$ cat config.mk
export PLATFORM = sky130hd
export DESIGN_NAME = conv_operand_sequencer_flat
export DESIGN_NICKNAME = d
export VERILOG_FILES = /design/src/rtl/conv_operand_sequencer_if.sv /design/src/rtl/conv_operand_sequencer.sv /design/src/flat_wrapper.sv
export SDC_FILE = /design/constraint.sdc
export NUM_CORES = 1
export LEC_CHECK = 0
export ABC_CLOCK_PERIOD_IN_PS = 5900
export CORE_UTILIZATION = 30
export CTS_BUF_LIST = sky130_fd_sc_hd__clkbuf_4 sky130_fd_sc_hd__clkbuf_8
export DETAILED_ROUTE_END_ITERATION = 10
export GPL_TIMING_DRIVEN = 0
export RECOVER_POWER = 50
export SYNTH_ARGS = -nofsm -noshare
export SYNTH_HDL_FRONTEND = slang
export SYNTH_SLANG_ARGS = --single-unit
$ cat constraint.sdc
create_clock -name clk -period 5.9 [get_ports clk]
set_input_delay 1.18 -clock clk [delete_from_list [all_inputs] [get_ports clk]]
set_output_delay 1.18 -clock clk [all_outputs]
set_load 0.05 [all_outputs]
$ cat src/rtl/conv_operand_sequencer_if.sv
// rtl/conv_operand_sequencer_if.sv - operand sequencer bus between control, memories and MAC
// Ports (master = sequencer side):
//   start, hold               control inputs to the sequencer
//   fmap_addr / fmap_rdata    feature RAM read address and data (1-cycle read latency)
//   w_addr / w_rdata          weight ROM read address and data (1-cycle read latency)
//   mac_a, mac_b              registered operand pair for the MAC
//   mac_en, mac_first, mac_last, out_x, out_y   tap qualifiers and output coordinate
//   busy, done                pass status
interface conv_operand_sequencer_if #(
    parameter int DATA_W  = 8,
    parameter int ADDR_W  = 10,
    parameter int WADDR_W = 4
);
    logic               start;
    logic               hold;
    logic [ADDR_W-1:0]  fmap_addr;
    logic [DATA_W-1:0]  fmap_rdata;
    logic [WADDR_W-1:0] w_addr;
    logic [DATA_W-1:0]  w_rdata;
    logic [DATA_W-1:0]  mac_a;
    logic [DATA_W-1:0]  mac_b;
    logic               mac_en;
    logic               mac_first;
    logic               mac_last;
    logic [3:0]         out_x;
    logic [3:0]         out_y;
    logic               busy;
    logic               done;

    modport master (
        input  start, hold, fmap_rdata, w_rdata,
        output fmap_addr, w_addr, mac_a, mac_b, mac_en, mac_first, mac_last,
               out_x, out_y, busy, done
    );

    modport slave (
        output start, hold, fmap_rdata, w_rdata,
        input  fmap_addr, w_addr, mac_a, mac_b, mac_en, mac_first, mac_last,
               out_x, out_y, busy, done
    );
endinterface

$ cat src/rtl/conv_operand_sequencer.sv
// rtl/conv_operand_sequencer.sv - walks a KxK kernel over the feature map and feeds operand pairs to the MAC
// Ports:
//   clk   rising-edge clock
//   rst   asynchronous active-high reset
//   bus   conv_operand_sequencer_if.master: start/hold in, RAM/ROM addresses out and data in,
//         MAC operands with en/first/last strobes and out_x/out_y, busy/done status
module conv_operand_sequencer #(
    parameter int IMG_W   = 11,
    parameter int IMG_H   = 10,
    parameter int K       = 3,
    parameter int DATA_W  = 8,
    parameter int ADDR_W  = 10,
    parameter int WADDR_W = 4
) (
    input  logic clk,
    input  logic rst,
    conv_operand_sequencer_if.master bus
);
    localparam int OX_MAX = IMG_W - K;
    localparam int OY_MAX = IMG_H - K;
    localparam int KW     = (K > 1) ? $clog2(K) : 1;

    typedef enum logic [1:0] {IDLE, RUN, DRAIN, DONE} state_t;
    state_t state, state_nx;

    logic [3:0]         ox, oy;
    logic [KW-1:0]      kx, ky;
    logic [ADDR_W-1:0]  fmap_addr, pix_base;
    logic [WADDR_W-1:0] w_addr;
    logic               drain_cnt;

    logic               s1_valid, s1_first, s1_last;
    logic [3:0]         s1_x, s1_y;
    logic               s2_valid, s2_first, s2_last;
    logic [3:0]         s2_x, s2_y;
    logic [DATA_W-1:0]  mac_a, mac_b, skid_a, skid_b;
    logic               frozen_d;

    logic busy_state, freeze, run_go, tap_first, tap_last, tap_term;

    assign busy_state = (state == RUN) || (state == DRAIN);
    assign freeze     = busy_state && bus.hold;
    assign run_go     = (state == RUN) && !bus.hold;
    assign tap_first  = (kx == '0) && (ky == '0);
    assign tap_last   = (kx == KW'(K - 1)) && (ky == KW'(K - 1));
    assign tap_term   = tap_last && (ox == 4'(OX_MAX)) && (oy == 4'(OY_MAX));

    always_comb begin
        state_nx = state;
        case (state)
            IDLE:    if (bus.start) state_nx = RUN;
            RUN:     if (run_go && tap_term) state_nx = DRAIN;
            DRAIN:   if (!bus.hold && drain_cnt) state_nx = DONE;
            DONE:    state_nx = IDLE;
            default: state_nx = IDLE;
        endcase
    end

    always_ff @(posedge clk or posedge rst) begin
        if (rst) begin
            state     <= IDLE;
            ox        <= '0;
            oy        <= '0;
            kx        <= '0;
            ky        <= '0;
            fmap_addr <= '0;
            pix_base  <= '0;
            w_addr    <= '0;
            drain_cnt <= 1'b0;
            s1_valid  <= 1'b0;
            s1_first  <= 1'b0;
            s1_last   <= 1'b0;
            s1_x      <= '0;
            s1_y      <= '0;
            s2_valid  <= 1'b0;
            s2_first  <= 1'b0;
            s2_last   <= 1'b0;
            s2_x      <= '0;
            s2_y      <= '0;
            mac_a     <= '0;
            mac_b     <= '0;
            skid_a    <= '0;
            skid_b    <= '0;
            frozen_d  <= 1'b0;
        end else begin
            state    <= state_nx;
            frozen_d <= freeze;

            // Address generation is purely incremental: step within the kernel row,
            // jump to the next kernel row, or move the pixel base on to the next pixel.
            if (run_go) begin
                if (tap_term) begin
                    ox        <= '0;
                    oy        <= '0;
                    kx        <= '0;
                    ky        <= '0;
                    fmap_addr <= '0;
                    pix_base  <= '0;
                    w_addr    <= '0;
                end else if (kx != KW'(K - 1)) begin
                    kx        <= kx + 1'b1;
                    fmap_addr <= fmap_addr + 1'b1;
                    w_addr    <= w_addr + 1'b1;
                end else if (ky != KW'(K - 1)) begin
                    kx        <= '0;
                    ky        <= ky + 1'b1;
                    fmap_addr <= fmap_addr + ADDR_W'(IMG_W - K + 1);
                    w_addr    <= w_addr + 1'b1;
                end else begin
                    kx     <= '0;
                    ky     <= '0;
                    w_addr <= '0;
                    if (ox != 4'(OX_MAX)) begin
                        ox        <= ox + 1'b1;
                        pix_base  <= pix_base + 1'b1;
                        fmap_addr <= pix_base + 1'b1;
                    end else begin
                        // Last column of a row: skipping K positions lands on the next row start.
                        ox        <= '0;
                        oy        <= oy + 1'b1;
                        pix_base  <= pix_base + ADDR_W'(K);
                        fmap_addr <= pix_base + ADDR_W'(K);
                    end
                end
            end

            if (state == DRAIN && !bus.hold) drain_cnt <= ~drain_cnt;

            // Once frozen, the RAM keeps reading the address of the next tap, so the
            // data belonging to stage 1 is parked here on the first frozen cycle.
            if (freeze && !frozen_d) begin
                skid_a <= bus.fmap_rdata;
                skid_b <= bus.w_rdata;
            end

            if (!freeze) begin
                s1_valid <= run_go;
                s1_first <= tap_first;
                s1_last  <= tap_last;
                s1_x     <= ox;
                s1_y     <= oy;
                s2_valid <= s1_valid;
                s2_first <= s1_valid && s1_first;
                s2_last  <= s1_valid && s1_last;
                s2_x     <= s1_x;
                s2_y     <= s1_y;
                mac_a    <= frozen_d ? skid_a : bus.fmap_rdata;
                mac_b    <= frozen_d ? skid_b : bus.w_rdata;
            end
        end
    end

    assign bus.fmap_addr = fmap_addr;
    assign bus.w_addr    = w_addr;
    assign bus.mac_a     = mac_a;
    assign bus.mac_b     = mac_b;
    assign bus.mac_en    = s2_valid && !bus.hold;
    assign bus.mac_first = s2_first && !bus.hold;
    assign bus.mac_last  = s2_last && !bus.hold;
    assign bus.out_x     = s2_x;
    assign bus.out_y     = s2_y;
    assign bus.busy      = busy_state;
    assign bus.done      = (state == DONE);
endmodule
$ cat src/flat_wrapper.sv
// flat-port wrapper written by rule: the top's interface ports become plain ports
module conv_operand_sequencer_flat 
#(
    parameter int IMG_W   = 11,
    parameter int IMG_H   = 10,
    parameter int K       = 3,
    parameter int DATA_W  = 8,
    parameter int ADDR_W  = 10,
    parameter int WADDR_W = 4
)
  (clk, rst, bus_start, bus_hold, bus_fmap_rdata, bus_w_rdata, bus_fmap_addr, bus_w_addr, bus_mac_a, bus_mac_b, bus_mac_en, bus_mac_first, bus_mac_last, bus_out_x, bus_out_y, bus_busy, bus_done);
  conv_operand_sequencer_if #(.DATA_W(DATA_W), .ADDR_W(ADDR_W), .WADDR_W(WADDR_W)) bus_i ();
  input  logic clk;
  input  logic rst;
  input wire logic [$bits(bus_i.start)-1:0] bus_start;
  input wire logic [$bits(bus_i.hold)-1:0] bus_hold;
  input wire logic [$bits(bus_i.fmap_rdata)-1:0] bus_fmap_rdata;
  input wire logic [$bits(bus_i.w_rdata)-1:0] bus_w_rdata;
  output wire logic [$bits(bus_i.fmap_addr)-1:0] bus_fmap_addr;
  output wire logic [$bits(bus_i.w_addr)-1:0] bus_w_addr;
  output wire logic [$bits(bus_i.mac_a)-1:0] bus_mac_a;
  output wire logic [$bits(bus_i.mac_b)-1:0] bus_mac_b;
  output wire logic [$bits(bus_i.mac_en)-1:0] bus_mac_en;
  output wire logic [$bits(bus_i.mac_first)-1:0] bus_mac_first;
  output wire logic [$bits(bus_i.mac_last)-1:0] bus_mac_last;
  output wire logic [$bits(bus_i.out_x)-1:0] bus_out_x;
  output wire logic [$bits(bus_i.out_y)-1:0] bus_out_y;
  output wire logic [$bits(bus_i.busy)-1:0] bus_busy;
  output wire logic [$bits(bus_i.done)-1:0] bus_done;
  assign bus_i.start = bus_start;
  assign bus_i.hold = bus_hold;
  assign bus_i.fmap_rdata = bus_fmap_rdata;
  assign bus_i.w_rdata = bus_w_rdata;
  assign bus_fmap_addr = bus_i.fmap_addr;
  assign bus_w_addr = bus_i.w_addr;
  assign bus_mac_a = bus_i.mac_a;
  assign bus_mac_b = bus_i.mac_b;
  assign bus_mac_en = bus_i.mac_en;
  assign bus_mac_first = bus_i.mac_first;
  assign bus_mac_last = bus_i.mac_last;
  assign bus_out_x = bus_i.out_x;
  assign bus_out_y = bus_i.out_y;
  assign bus_busy = bus_i.busy;
  assign bus_done = bus_i.done;
  conv_operand_sequencer #(.IMG_W(IMG_W), .IMG_H(IMG_H), .K(K), .DATA_W(DATA_W), .ADDR_W(ADDR_W), .WADDR_W(WADDR_W)) u_core (.clk(clk), .rst(rst), .bus(bus_i));
endmodule
# Word-level counts from Yosys, hierarchy flattened
# Cells that the tools add are included.
dict set report op_classes {
  n_reduce_logical 25
  mux 29
  addsub 9
  eq_ne 16
  n_bitwise 1
}
# cell n
set op_table {}
lappend op_table {{$mux W10} 7}
lappend op_table {{$mux W4} 11}
lappend op_table {{$add A10 B1 Y10 const B} 2}
lappend op_table {{$mux W2} 8}
lappend op_table {{$mux W8} 2}
lappend op_table {{$logic_and A1 B1 Y1} 15}
lappend op_table {{$add A4 B1 Y4 const B} 3}
lappend op_table {{$add A10 B2 Y10 const B} 1}
lappend op_table {{$add A10 B4 Y10 const B} 1}
lappend op_table {{$ne A2 B2 Y1 const B} 5}
lappend op_table {{$eq A2 B2 Y1 const B} 4}
lappend op_table {{$pmux W2 S4} 1}
lappend op_table {{$logic_not A2 Y1} 3}
lappend op_table {{$ne A2 B1 Y1 const B} 3}
lappend op_table {{$reduce_and A3 Y1} 2}
lappend op_table {{$add A2 B1 Y2 const B} 2}
lappend op_table {{$eq A4 B3 Y1 const B} 1}
lappend op_table {{$eq A4 B4 Y1 const B} 1}
lappend op_table {{$ne A4 B4 Y1 const B} 1}
lappend op_table {{$reduce_and A4 Y1} 1}
lappend op_table {{$eq A2 B1 Y1 const B} 1}
lappend op_table {{$logic_not A1 Y1} 2}
lappend op_table {{$reduce_and A2 Y1} 1}
lappend op_table {{$logic_or A1 B1 Y1} 1}
lappend op_table {{$not A1 Y1} 1}
dict set report word_totals {
  word_cells 104
  ff_bits 94
  input_bits 20
  output_inout_bits 43
}

# Logic depth before layout (Yosys ltp)
# Gate-level depths: netlist of the first run.
dict set report depth {
  word_depth 7
  ltp_mapped 10
  mapped_depth_nobuf 10
}

# Worst setup path before layout of the first run
# No wires, ideal clock.
dict set report synth_timing {
  kind {input to output}
  startpoint {in bus_hold}
  endpoint {out bus_mac_en}
  required_time_ns 4.720
  cell_stages 2
  slack_ns 2.668
  arrival_time_ns 2.052
  path_buffers 1
  cell_sequence {clkbuf_2 > nor2b_1}
}
dict set report synth_between {
  elab_chain_len 2
}
# element line_no
set synth_lines {}
lappend synth_lines {{from (decl)} flat_wrapper.sv:16} ;# input wire logic [$bits(bus_i.hold)-1:0] bus_hold;
lappend synth_lines {{$logic_not A1 Y1} conv_operand_sequencer.sv:157} ;# assign bus.mac_en = s2_valid && !bus.hold;
lappend synth_lines {{$logic_and A1 B1 Y1} conv_operand_sequencer.sv:157}
lappend synth_lines {{to (decl)} flat_wrapper.sv:23} ;# output wire logic [$bits(bus_i.mac_en)-1:0] bus_mac_en;
# No other way between the ends.

# Worst setup path in the final report of the first run
dict set report layout_timing {
  startpoint {in bus_hold}
  endpoint {out bus_mac_first}
}
dict set report layout_between {
  elab_chain_len 2
}
# element line_no
set layout_lines {}
lappend layout_lines {{$logic_not A1 Y1} conv_operand_sequencer.sv:158} ;# assign bus.mac_first = s2_first && !bus.hold;
lappend layout_lines {{$logic_and A1 B1 Y1} conv_operand_sequencer.sv:158}
lappend layout_lines {{to (decl)} flat_wrapper.sv:24} ;# output wire logic [$bits(bus_i.mac_first)-1:0] bus_mac_first;
# No other way between the ends.

==> impl_metrics.ini, run 1 <==
[outcome]
status = finished with violations
violations = max-capacitance violations, max-slew violations

[yosys]
syn-cell-area_um2 = 4642
synth_cell_types = 51
synthFlopType = dfrtp_1
ys_async_sr_fraction = 1.000
ys_seq_area_frac = 0.5067
synth_seq_cells = 94
ys_top_cells_by_area = dfrtp_1, nand2_1, o21ai_0
syn_nets = 512
synth_top_cell_by_area = dfrtp_1
synthCells = 481
ys_warn_count = 0
synth_top_area_share = 0.5067
syn_avg_cell_area_um2 = 9.651
synth_edf_count = 0

[worst_setup_path]
critPathKind = in2out
cp.arrival_ps = 2320
start_kind = primary input
slowest_stage = clkdlybuf4s50_1
cp.required_ps = 4720
path_cells = clkbuf_1, nor2b_1, clkdlybuf4s50_1
end_kind = output port
cpPeakStageDelay_ps = 810
critical_path.max_fanout = 9

[cts]
cts.htree.levels = 3
clockBufferDepth = 2
clk_latency_ps = 370
cts_sinks = 94
ctsHoldBuffers = 0
cts-root-buf = clkbuf_8
cts_resized = 0
path_clk_slew_ps = 100
numCtsBuffers = 9
post_cts_buffers = 0
tritoncts = built

[pwr]
seqPwrFrac = 0.428
p_int_uw = 1258
p_switching_uw = 860.3
peakVddDrop_v = 0.0001235
cellPowerDensity_nw_per_um2 = 372.5
leakage_uw = 0.002478
p_total_uw = 2119
swShare = 0.4061
comb_power_share = 0.361
pwr-share-clk = 0.211

[drt]
drt_pre_antenna_iters = 4
avgViaCountPerCell = 5.013
drc = 0
wl_per_cell_um = 14.60
ant_nets = 0
num_vias = 3745
drt_wl_total_mm = 10.90
drt_iter0_drc = 311

[floorplanning]
fp.dieH_um = 126.4
core_um2 = 15150
die_x_um = 126.4
std_cell_rows = 45
start_util = 0.3065
io_pins = 63
dieArea_um2 = 15970

[timing]
worst_hold_slack_ps = 476.1
relSlewSlack = -0.03801
report.final.slew_viol_count = 33
period_minus_slack_ps = 3505
finalCritPeriodShare = 0.5941
finalSetupViolations = 0
timing.fmax_ghz = 0.2853
final.setup_skew_ps = 12.54
grt_setup_unrepaired = no
hold_viol_final = 0
tns_ps = 0
worstMarginPinSlew_ps = 1548

[final_layout]
regArea_um2 = 2352
syn_to_final_growth_pct = 22.51
antenna_cells = 0
fin_area_um2 = 5687
multi_input_area_um2 = 2121
final_cells = 747
nets = 585
nFillCells = 1495
drive_above_1_share = 0.08587

[placed_design]
gp_congestion = 0.8586
dp_hpwl_mm = 7.854
dp.cells = 731
placed_area_um2 = 5518
portBuffers = 61

[flow_run]
maxCapViolCount = 1

[global_routing]
antenna_found_initial = 0
grt_pass1_vias = 3827
gr-total-overflow = 0
grt_max_degree = 63
grt_usage = 0.1454
grt_pass1_wl_mm = 18.66

[min_path]
min_path_type = reg2reg
## cell type report
| type | count | share of cell area |
|---|---|---|
| inverters | 11 | 0.007481 |
| plain buffers | 23 | 0.01650 |
| clock buffers | 11 | 0.02442 |
| repair buffers | 62 | 0.1122 |
| well taps | 188 | 0.04136 |
| clock inverters | 5 | 0.01144 |
| multi-input cells | 353 | 0.3729 |
| flip-flops and latches | 94 | 0.4136 |
## metal layers
metal,global-route usage,up-vias,share of wire
met5,0,-,0
li1,-,1810,-
met3,0.02573,20,0.037
met1,0.1849,1839,0.46
met2,0.2457,76,0.49
met4,0.05741,0,0.021
## per-stage QoR
step | utilization | worst slack, ps
floorplan | - | 2271
global placement | 0.3623 | 768.7
detailed placement | 0.3643 | 2400
CTS | 0.3778 | 2402
global route | 0.3755 | 2330
finish | 0.3755 | 2395
## cells in the mapped netlist (all sizes together), types with 2 or more instances
library cell,count
a21o,4
a21oi,16
a22oi,3
a311oi,3
a32oi,2
and3,5
buf,7
clkbuf,16
dfrtp,94
ha,10
inv,10
mux2,21
mux2i,19
nand2,108
nand2b,8
nand3,17
nand4,2
nor2,20
nor2b,8
nor3,9
nor4,4
o2111ai,2
o21ai,60
o31ai,6
or3,2
xnor2,6
xor2,4
## cells by family (layout without fill, tap and decap cells)
kind of cell               count (synthesis)  count (layout)  share of synthesized area
AOI/OAI and AO/OA                        105             105                     0.1348
xor gates and xnor gates                  10              10                    0.01887
adders and majority gates                 11              11                    0.03127
buffers and inverters                     34             112                    0.02965
DFF                                       94              94                     0.5067
muxes                                     40              40                    0.09272
and+or+nand+nor                          187             187                     0.1860
## state kept, by name (all words and copies together), names as in the netlist, 4 cells and up
register and count:
u_core.bus.fmap_addr 10, u_core.bus.mac_a 8, u_core.bus.mac_b 8, u_core.bus.out_x 4, u_core.bus.out_y 4, u_core.bus.w_addr 4
u_core.ox 4, u_core.oy 4, u_core.pix_base 10, u_core.s1_x 4, u_core.s1_y 4, u_core.skid_a 8
u_core.skid_b 8
## cells in the final DEF, fill, tap and decap left out, types with 9 or more instances in the layout
cell type / count
mux2_2: 20
nand3_1: 15
dfrtp_1: 94
clkbuf_1: 18
o21ai_0: 60
clkdlybuf4s50_1: 60
ha_1: 10
clkbuf_8: 9
inv_1: 9
nor2_1: 20
nor3_1: 9
a21oi_1: 16
nand2_1: 107
mux2i_1: 19
## power groups by stage
stage	clock (µW)	sequential, µW	combinational (µW)
6_report	446	907	766
5_1_grt	485	929	833
4_1_cts	459	906	775
3_5_place_dp	0	918	773
3_3_place_gp	0	911	750
2_1_floorplan	0	1100	322
## path summary, 6_finish.rpt
path / startpoint / to / slack [ps] / cells past startpoint
min in group asynchronous: rst / u_core.skid_a[5] / 1630 / 2
max in group asynchronous: rst / u_core.bus.w_addr[0] / 3380 / 3
min reg2reg: u_core.s1_y[0] / u_core.s1_y[0] / 480 / 2
max: bus_hold / bus_mac_first / 2400 / 3
max reg2reg: u_core.ox[0] / u_core.bus.fmap_addr[6] / 3150 / 10
min: u_core.s1_y[0] / u_core.s1_y[0] / 480 / 2
## critical path, delay by kind of cell
kind | cells | cell delay [ps]
buffers and inverters | 2 | 990
AND/OR/NAND/NOR | 1 | 160
Note: power is estimated with default switching activity, not from simulation.
==> run 2: changes to the inputs <==
Settings changed: ABC_CLOCK_PERIOD_IN_PS 5900 to 3100.
Clock period 5.9 ns to 3.1 ns, I/O delays scaled along.
==> run 2 against run 1 <==
The run still ends with max-capacitance violations, max-slew violations left. Global-route usage unchanged. Largest cell class unchanged. Worst setup slack got worse by 1900 ps. Worst hold slack about the same. Critical endpoint is now bus_busy. Power increased by 91%. First-iteration DRC count increased by 0.64%.
==> impl_metrics.ini, run 2 (synthesized netlist as in run 1, its figures left out) <==
[outcome]
status = finished with violations
violations = max-capacitance violations, max-slew violations

[timing]
timing.fmax_ghz = 0.3818
worstMarginPinSlew_ps = 1548
finalSetupViolations = 0
period_minus_slack_ps = 2619
finalCritPeriodShare = 0.8449
final.setup_skew_ps = 12.87
tns_ps = 0
report.final.slew_viol_count = 33
relSlewSlack = -0.03801
hold_viol_final = 0
grt_setup_unrepaired = no

[floorplanning]
std_cell_rows = 45
io_pins = 63
die_x_um = 126.4
dieArea_um2 = 15970
core_um2 = 15150
start_util = 0.3065
fp.dieH_um = 126.4

[cts]
cts_sinks = 94
clockBufferDepth = 2
ctsHoldBuffers = 0
numCtsBuffers = 9
path_clk_slew_ps = 100
cts-root-buf = clkbuf_8
cts.htree.levels = 3
tritoncts = built
post_cts_buffers = 0
cts_resized = 0
clk_latency_ps = 370

[final_layout]
final_cells = 747
antenna_cells = 0
final_common_cell = nand2_1
nets = 585
multi_input_area_um2 = 2133
syn_to_final_growth_pct = 22.80
regArea_um2 = 2352
nFillCells = 1494
drive_above_1_share = 0.08945
reg_top3 = u_core.bus.fmap_addr (10), u_core.pix_base (10)
final_cell_mix = nand2_1, dfrtp_1, o21ai_0, clkdlybuf4s50_1
fin_area_um2 = 5700

[drt]
ant_nets = 0
num_vias = 3751
drt_iter0_drc = 313
drt_wl_total_mm = 10.88
drt_pre_antenna_iters = 4
wl_per_cell_um = 14.56
avgViaCountPerCell = 5.021
drc = 0

[global_routing]
grt_pass1_vias = 3827
grt_max_degree = 63
gr-total-overflow = 0
grt_usage = 0.1454
grt_pass1_wl_mm = 18.66
antenna_found_initial = 0

[worst_setup_path]
path_cells = inv_1, ha_1, clkdlybuf4s50_1
path_delay_family = buffers and inverters
critical_path.max_fanout = 4
cp.arrival_ps = 2000
cp.required_ps = 2480
cpPeakStageDelay_ps = 810
end_kind = output port
start_kind = flip-flop
cp.buffers_inverters = 2
critPathKind = reg2out
slowest_stage = clkdlybuf4s50_1

[placed_design]
dp_hpwl_mm = 7.854
gp_congestion = 0.8586
dp.cells = 731
portBuffers = 61
placed_area_um2 = 5518

[pwr]
leakage_uw = 0.002489
peakVddDrop_v = 0.0002349
cellPowerDensity_nw_per_um2 = 708.2

[flow_run]
maxCapViolCount = 1

[min_path]
min_path_type = reg2reg
==> run 2: area by class of cell <==
type / instances / share of cell area
Sequential cell: 94 / 0.4126
Multi-Input combinational cell: 353 / 0.3742
Clock buffer: 11 / 0.02436
Inverter: 11 / 0.007463
Tap cell: 188 / 0.04126
Clock inverter: 5 / 0.01141
Timing Repair Buffer: 62 / 0.1119
Buffer: 23 / 0.01668
==> run 2: tightest hold or removal path, stage by stage, from the launching register on <==
cell	delay (ps)
dfrtp_1	360
nand2_1	50
nand2_1	50
==> run 2: stage by stage <==
stage | util | total power, µW | hold slack (ps) | setup slack, ps
2_1_floorplan | - | 2714 | 430.9 | 31.33
3_3_place_gp | 0.3623 | 3163 | 450.0 | -1471
3_5_place_dp | 0.3643 | 3218 | 457.0 | 551.7
4_1_cts | 0.3778 | 4073 | 479.5 | 445.2
5_1_grt | 0.3764 | 4285 | 503.6 | 316.8
6_report | 0.3764 | 4037 | 476.2 | 480.8
==> run 2: final timing paths <==
kind	from	to	slack (ps)	cells past startpoint
setup / recovery	u_core.state[1]	bus_busy	480	3
hold / removal	u_core.s1_y[0]	u_core.s1_y[0]	480	2
setup reg to reg	u_core.ox[0]	u_core.bus.fmap_addr[6]	510	10
hold reg to reg	u_core.s1_y[0]	u_core.s1_y[0]	480	2
max in group asynchronous	rst	u_core.bus.w_addr[0]	1140	3
min in group asynchronous	rst	u_core.skid_a[5]	1070	2
==> run 2: routing by layer <==
| layer | track usage | up-vias | share of wire |
|---|---|---|---|
| met3 | 0.02573 | 21 | 0.033 |
| met2 | 0.2457 | 67 | 0.49 |
| met1 | 0.1849 | 1850 | 0.46 |
| li1 | - | 1813 | - |
| met4 | 0.05741 | 0 | 0.021 |
| met5 | 0 | - | 0 |
==> run 2: power by group <==
part	internal [µW]	leakage, µW	switching (µW)	total (µW)
logic	540	0.00122	922	1460
clock network	400	0.000105	449	849
registers	1460	0.00116	266	1730
total	2400	0.00249	1640	4040
